==> config.mk <==
export PLATFORM = sky130hd
export DESIGN_NAME = sram_dma_engine
export DESIGN_NICKNAME = d
export VERILOG_FILES = /design/src/rtl/sram_pkg.sv /design/src/rtl/byte_mask_gen.sv /design/src/rtl/sram_dma_engine.sv
export SDC_FILE = /design/constraint.sdc
export NUM_CORES = 1
export LEC_CHECK = 0
export ABC_AREA = 0
export BUFFER_PORTS_ARGS = -buffer_cell sky130_fd_sc_hd__clkbuf_2
export CORE_MARGIN = 2
export CORE_UTILIZATION = 30
export CTS_CLUSTER_SIZE = 8
export DETAILED_ROUTE_END_ITERATION = 16
export PLACE_DENSITY_LB_ADDON = 0.2
export SYNTH_ARGS = -nofsm -noshare
export SYNTH_HDL_FRONTEND = slang
export SYNTH_SLANG_ARGS = --single-unit
==> constraint.sdc <==
create_clock -name clk -period 5.2 [get_ports clk]
set_input_delay 1.04 -clock clk [delete_from_list [all_inputs] [get_ports clk]]
set_output_delay 1.04 -clock clk [all_outputs]
set_load 0.05 [all_outputs]
==> src/rtl/sram_pkg.sv <==
// Shared types and constants for the SRAM DMA engine: FSM encoding, transfer
// modes and default bus widths.
package sram_pkg;

   localparam int ADDR_W_DEF = 16;
   localparam int DATA_W_DEF = 32;

   localparam logic MODE_COPY = 1'b0;
   localparam logic MODE_FILL = 1'b1;

   typedef enum logic [1:0] {
      S_IDLE  = 2'd0,
      S_READ  = 2'd1,
      S_WRITE = 2'd2,
      S_DONE  = 2'd3
   } state_t;

endpackage

==> src/rtl/byte_mask_gen.sv <==
// Byte-lane write mask for the current word: all four lanes while at least a
// full word remains, otherwise only the low lanes covering the tail.
module byte_mask_gen #(
   parameter int ADDR_W = 16
) (
   input  logic [ADDR_W-1:0] remaining,
   output logic [3:0]        mask
);

   always_comb begin
      mask = 4'b1111;
      if (remaining < ADDR_W'(4)) begin
         case (remaining[1:0])
            2'd1:    mask = 4'b0001;
            2'd2:    mask = 4'b0011;
            2'd3:    mask = 4'b0111;
            default: mask = 4'b0000;
         endcase
      end
   end

endmodule

==> src/rtl/sram_dma_engine.sv <==
// Word-at-a-time SRAM copy/fill engine driving an external SRAM with
// combinational read data and per-byte write enables.
//
// state   | meaning
// --------+-------------------------------------------------------------
// S_IDLE  | waiting for start; all SRAM outputs parked at zero
// S_READ  | copy only: present src, capture read word into data register
// S_WRITE | present dst and write data, advance pointers, consume bytes
// S_DONE  | one-cycle done pulse, then back to idle
module sram_dma_engine
   import sram_pkg::*;
#(
   parameter int ADDR_W = ADDR_W_DEF,
   parameter int DATA_W = DATA_W_DEF
) (
   input  logic              clk,
   input  logic              rst_n,
   input  logic              start,
   input  logic              mode,
   input  logic [ADDR_W-1:0] src_addr,
   input  logic [ADDR_W-1:0] dst_addr,
   input  logic [ADDR_W-1:0] len,
   input  logic [DATA_W-1:0] fill_data,
   output logic              busy,
   output logic              done,
   output logic [3:0]        mem_w_en,
   output logic [ADDR_W-1:0] mem_address,
   output logic [DATA_W-1:0] mem_write_data,
   input  logic [DATA_W-1:0] mem_read_data
);

   state_t              state, state_nxt;
   logic                mode_q;
   logic [ADDR_W-1:0]   src_q, dst_q, rem_q, rem_nxt;
   logic [DATA_W-1:0]   fill_q, data_q;
   logic [3:0]          tail_mask;

   byte_mask_gen #(.ADDR_W(ADDR_W)) u_mask (
      .remaining (rem_q),
      .mask      (tail_mask)
   );

   // Remaining count saturates at zero on the last, possibly partial, word.
   assign rem_nxt = (rem_q >= ADDR_W'(4)) ? rem_q - ADDR_W'(4) : '0;

   always_ff @(posedge clk) begin
      if (!rst_n) state <= S_IDLE;
      else        state <= state_nxt;
   end

   always_comb begin
      state_nxt      = state;
      busy           = 1'b1;
      done           = 1'b0;
      mem_w_en       = 4'b0000;
      mem_address    = '0;
      mem_write_data = '0;
      case (state)
         S_IDLE: begin
            busy = 1'b0;
            if (start) begin
               if (len == '0)              state_nxt = S_DONE;
               else if (mode == MODE_FILL) state_nxt = S_WRITE;
               else                        state_nxt = S_READ;
            end
         end
         S_READ: begin
            mem_address = src_q;
            state_nxt   = S_WRITE;
         end
         S_WRITE: begin
            mem_address    = dst_q;
            mem_w_en       = tail_mask;
            mem_write_data = (mode_q == MODE_FILL) ? fill_q : data_q;
            if (rem_nxt == '0)            state_nxt = S_DONE;
            else if (mode_q == MODE_FILL) state_nxt = S_WRITE;
            else                          state_nxt = S_READ;
         end
         S_DONE: begin
            done      = 1'b1;
            state_nxt = S_IDLE;
         end
         default: state_nxt = S_IDLE;
      endcase
   end

   always_ff @(posedge clk) begin
      if (!rst_n) begin
         mode_q <= MODE_COPY;
         src_q  <= '0;
         dst_q  <= '0;
         rem_q  <= '0;
         fill_q <= '0;
         data_q <= '0;
      end else begin
         case (state)
            S_IDLE: begin
               if (start) begin
                  mode_q <= mode;
                  src_q  <= src_addr;
                  dst_q  <= dst_addr;
                  rem_q  <= len;
                  fill_q <= fill_data;
               end
            end
            S_READ: data_q <= mem_read_data;
            S_WRITE: begin
               src_q <= src_q + ADDR_W'(4);
               dst_q <= dst_q + ADDR_W'(4);
               rem_q <= rem_nxt;
            end
            default: ;
         endcase
      end
   end

endmodule

Yosys cells after proc, flatten, opt, wreduce, memory -nomap -nowiden
Index checks and enable logic that the tools add are counted.
- $add $sub $neg: 3
- magnitude comparators: 2
- equal/unequal tests: 7
- muxes and demuxes: 21
- reductions and logical operators: 6
- operators with widths (operator ; count):
    $pmux 16 s2 ; 4
    $mux 16 ; 4
    $mux 32 ; 2
    $add 16x3->16 const B ; 2
    $logic_not 16->1 ; 2
    $ge 16x3->1 const B ; 1
    $lt 16x3->1 const B ; 1
    $sub 16x3->16 const B ; 1
    $mux 2 ; 5
    $pmux 3 s3 ; 1
    $eq 2x2->1 const B ; 4
    $mux 4 ; 2
    $pmux 2 s4 ; 1
    $eq 2x1->1 const B ; 2
    $reduce_and 2->1 ; 2
    $logic_not 2->1 ; 1
    $mux 1 ; 2
    $ne 2x2->1 const B ; 1
    $reduce_bool 2->1 ; 1
- bits in registers: 115
- input bits: 116
- output and inout bits: 54
- word-level logic and storage cells: 46

Longest topological paths before layout
- word-level depth: 5
- depth in mapped cells: 9
- gate-level depth less buffers: 7

By module
From an unflattened synthesis, not the netlist that was laid out.
- cell total of the unflattened synthesis: 790
- area, all modules: 6272.3 µm²
- modules (own cells, without submodules) (module ; times used ; cells an instance ; area each (µm²) ; seq. area each (µm²)):
    sram_dma_engine ; 1 ; 779 ; 6187.2 ; 2302.2
    byte_mask_gen ; 1 ; 11 ; 85.1 ; 0.0

Least setup slack after synthesis
Ideal clock, no wire load.
- path kind: register to output
- start point: register state[1]
- end point: output mem_address[15]
- arrival time: 2.546 ns
- data required time: 4.160 ns
- setup slack: 1.614 ns
- stages on the path, launching flop included: 7
- buffers on the path: 2
- cell sequence: dfxtp_1 inv_1 ha_1 clkbuf_1 clkbuf_1 nand2_1 a21boi_0
- word-level cells in the longest chain between the ends: 2
- elaborated cells on any way between the ends: 3
- those cells by class: 2 x eq/ne; 1 x mux
- ends and longest elaborated chain (item ; line ; source):
    start, declared ; sram_dma_engine.sv:32 ; state_t state, state_nxt;
    start signal, assigned ; sram_dma_engine.sv:48 ; else state <= state_nxt;
    $eq 2x2->1 or $eq 2x1->1 (tied branches) ; sram_dma_engine.sv:58 ; case (state)
    $pmux 16 s2 (*) ; sram_dma_engine.sv:58 ;
    end, declared ; sram_dma_engine.sv:27 ; output logic [ADDR_W-1:0] mem_address,
Mark *: on every way between the ends. The rest lies on a longest branch, timed or not.

Worst setup path after layout
- start point: register state[0]
- end point: output mem_address[7]
Same word-level chain as after synthesis.

==> flow_summary.json <==
{
  "clockRootBuffer": "clkbuf_16",
  "synth_edf_count": 0,
  "ios": 170,
  "num_rows": 52,
  "ctsResizeCount": 0,
  "drc_errors": 0,
  "total_power_mw": 3.75,
  "crit_type": "flop to output port",
  "syn_area_mm2": 0.00622,
  "core_mm2": 0.0203,
  "post_drt_wl_per_cell_um": 16.4,
  "num_vias": 6103,
  "ir_worst_vdd_v": 0.000252,
  "synth_cells": 787,
  "run_status": "finished, final reports clean",
  "drt_pass1_iterations": 5,
  "cap_violations": 0,
  "dieHeight_um": 148,
  "clk_latency_ns": 0.41,
  "p_leak_nw": 3.13,
  "cts_buffers": 17,
  "fin_crit_ns": 3.62,
  "async_reset_ff_frac": 0,
  "yosysTopAreaCell": "dfxtp_1",
  "critPathMaxFanout": 78,
  "hold_viol": 0,
  "period_share": 0.696,
  "fillCellCount": 2189,
  "grt_pass1_vias": 5909,
  "synthDistinctLibCells": 66,
  "diodes": 0,
  "ys.flop_type": "dfxtp_1",
  "grt_pass1_wl_um": 31300,
  "antenna_found_initial": 1,
  "clkTransAtPathRegs_ns": 0.06,
  "finalClockSkew_ns": 0.00696,
  "ys_warn_count": 0,
  "critPathRequiredTime_ns": 4.16,
  "wl_um": 19800,
  "synth.most_common_cell": "nor2_1",
  "tns_ns": 0,
  "post-route-worst-setup-slack_ns": 1.58,
  "slew_headroom": 0.237,
  "drive_above_1_share": 0.257,
  "yosys-top-cells-count": "122 x nor2_1, 115 x dfxtp_1, 103 x nand2_1",
  "end_kind": "output port",
  "postCtsHoldBufs": 0,
  "dieArea_mm2": 0.0219,
  "tightest_slew_ns": 1.14,
  "rsz0062_at_grt": "no",
  "synth_top_area_frac": 0.370,
  "post_cts_buffers": 0,
  "clockBufferDepth": 2,
  "grt_max_degree": 79,
  "drv_slew": 0,
  "syn_nets": 912,
  "drtIter0Drc": 269,
  "htreeDepth": 4,
  "timing.fmax_ghz": 0.276,
  "clkSinkCount": 115,
  "synth.area.top_cells": "dfxtp_1 37%, mux2i_1 11%, nor2_1 7.4%, a21oi_1 6.5%, nand2_1 6.2%",
  "setup-violations-final": 0,
  "syn_area_per_cell_um2": 7.90,
  "routed_via_density": 5.06,
  "place_ws_ns": 2.05,
  "cts_tree": "done",
  "track_usage": 0.179,
  "die_w_um": 148,
  "ys_seq_area_frac": 0.370,
  "routabilityCongestion": 0.861,
  "powerDensity_mw_per_mm2": 478,
  "grt-ovfl-total": 0,
  "critPathLaunchType": "flop",
  "hold_path_class": "flop to flop",
  "dp.final_hpwl_um": 13500,
  "initial_utilization": 0.306,
  "cp.arrival_ns": 2.58,
  "nNetsFinal": 1049,
  "ant_nets": 0,
  "io_buffers": 169,
  "area_delta_synth_final_pct": 26.2,
  "synth-seq-cells": 115
}
## where the power goes
| part | total, mW | internal, mW | switching [mW] |
|---|---|---|---|
| Clock | 1.22 | 0.758 | 0.458 |
| Sequential | 1.21 | 1.04 | 0.174 |
| Combinational | 1.32 | 0.483 | 0.837 |
## critical path, cell delays in order (launching register included)
cell and delay, ns:
dfxtp_1 0.35, inv_1 0.13, ha_2 0.20, buf_4 0.63
nand2_1 0.15, a21boi_0 0.29, clkbuf_2 0.33
## final cells by class
type | count | area, um2 | area share
Clock buffer | 17 | 425 | 0.0542
Clock inverter | 14 | 179 | 0.0228
Inverter | 15 | 56.3 | 0.00718
Multi-Input combinational cell | 597 | 3630 | 0.463
Sequential cell | 115 | 2300 | 0.294
Tap cell | 270 | 338 | 0.0431
Timing Repair Buffer | 178 | 913 | 0.116
## cells by family after synthesis
kind of cell               synth area share
and+or+nand+nor                       0.236
AOI/OAI and AO/OA                     0.212
DFF                                   0.370
buffers and inverters                0.0479
muxes                                 0.110
adders and majority gates            0.0181
xor gates and xnor gates            0.00564
## worst paths after layout
path / startpoint / endpoint / slack, ns / cells after the start
min: fill_q[10]$_SDFFE_PN0P_ / fill_q[10]$_SDFFE_PN0P_ / 0.45 / 2
max: state[0]$_SDFFE_PN0P_ / mem_address[7] / 1.58 / 6
max reg2reg: state[0]$_SDFFE_PN0P_ / dst_q[13]$_SDFFE_PN0P_ / 2.34 / 8
min reg2reg: fill_q[10]$_SDFFE_PN0P_ / fill_q[10]$_SDFFE_PN0P_ / 0.45 / 2
## flip-flops by register name, indices dropped and copies added (netlist names)
| name | cells |
|---|---|
| data_q | 32 |
| dst_q | 16 |
| fill_q | 32 |
| mode_q | 1 |
| rem_q | 16 |
| src_q | 16 |
| state | 2 |
## layout by cell type (no fill, tap or decap), types with 3 or more instances in the layout
cell          n
clkbuf_2    169
nor2_1      121
dfxtp_1     114
nand2_1     103
a21oi_1      81
mux2i_1      67
o21ai_0      30
a22oi_1      19
nor2b_1      19
clkbuf_16    17
nand3_1      15
inv_1        13
nor3_1       12
o221a_2       9
buf_4         9
nor4_1        8
a41oi_1       7
ha_1          7
a32o_1        6
nand4_1       6
a211oi_1      5
a2bb2oi_1     5
nor3b_1       5
a31oi_1       5
and3_1        4
o22ai_1       4
inv_6         4
and2_1        3
a22o_1        3
o2bb2ai_1     3
bufinv_16     3
clkinvlp_4    3
clkinv_4      3
## per-layer routing
| layer | vias up | global-route usage | wire length [um] | share of wire |
|---|---|---|---|---|
| met5 | - | 0 | 0 | 0 |
| met4 | 0 | 0.0405 | 194 | 0.0098 |
| met3 | 13 | 0.0648 | 1710 | 0.086 |
| met1 | 2812 | 0.231 | 8940 | 0.45 |
| li1 | 3062 | - | - | - |
| met2 | 216 | 0.288 | 8980 | 0.45 |
## per-stage QoR
| stage | hold WS, ns | instance area [um2] | util | instances |
|---|---|---|---|---|
| 2_1_floorplan | 0.436 | 6220 | - | 787 |
| 3_3_place_gp | 0.444 | 7240 | 0.357 | 1175 |
| 3_5_place_dp | 0.449 | 7240 | 0.357 | 1175 |
| 4_1_cts | 0.457 | 7840 | 0.386 | 1206 |
| 5_1_grt | 0.470 | 7840 | 0.386 | 1206 |
| 6_report | 0.454 | 7840 | 0.386 | 1206 |
No activity file was read; power rests on OpenSTA's default activity.
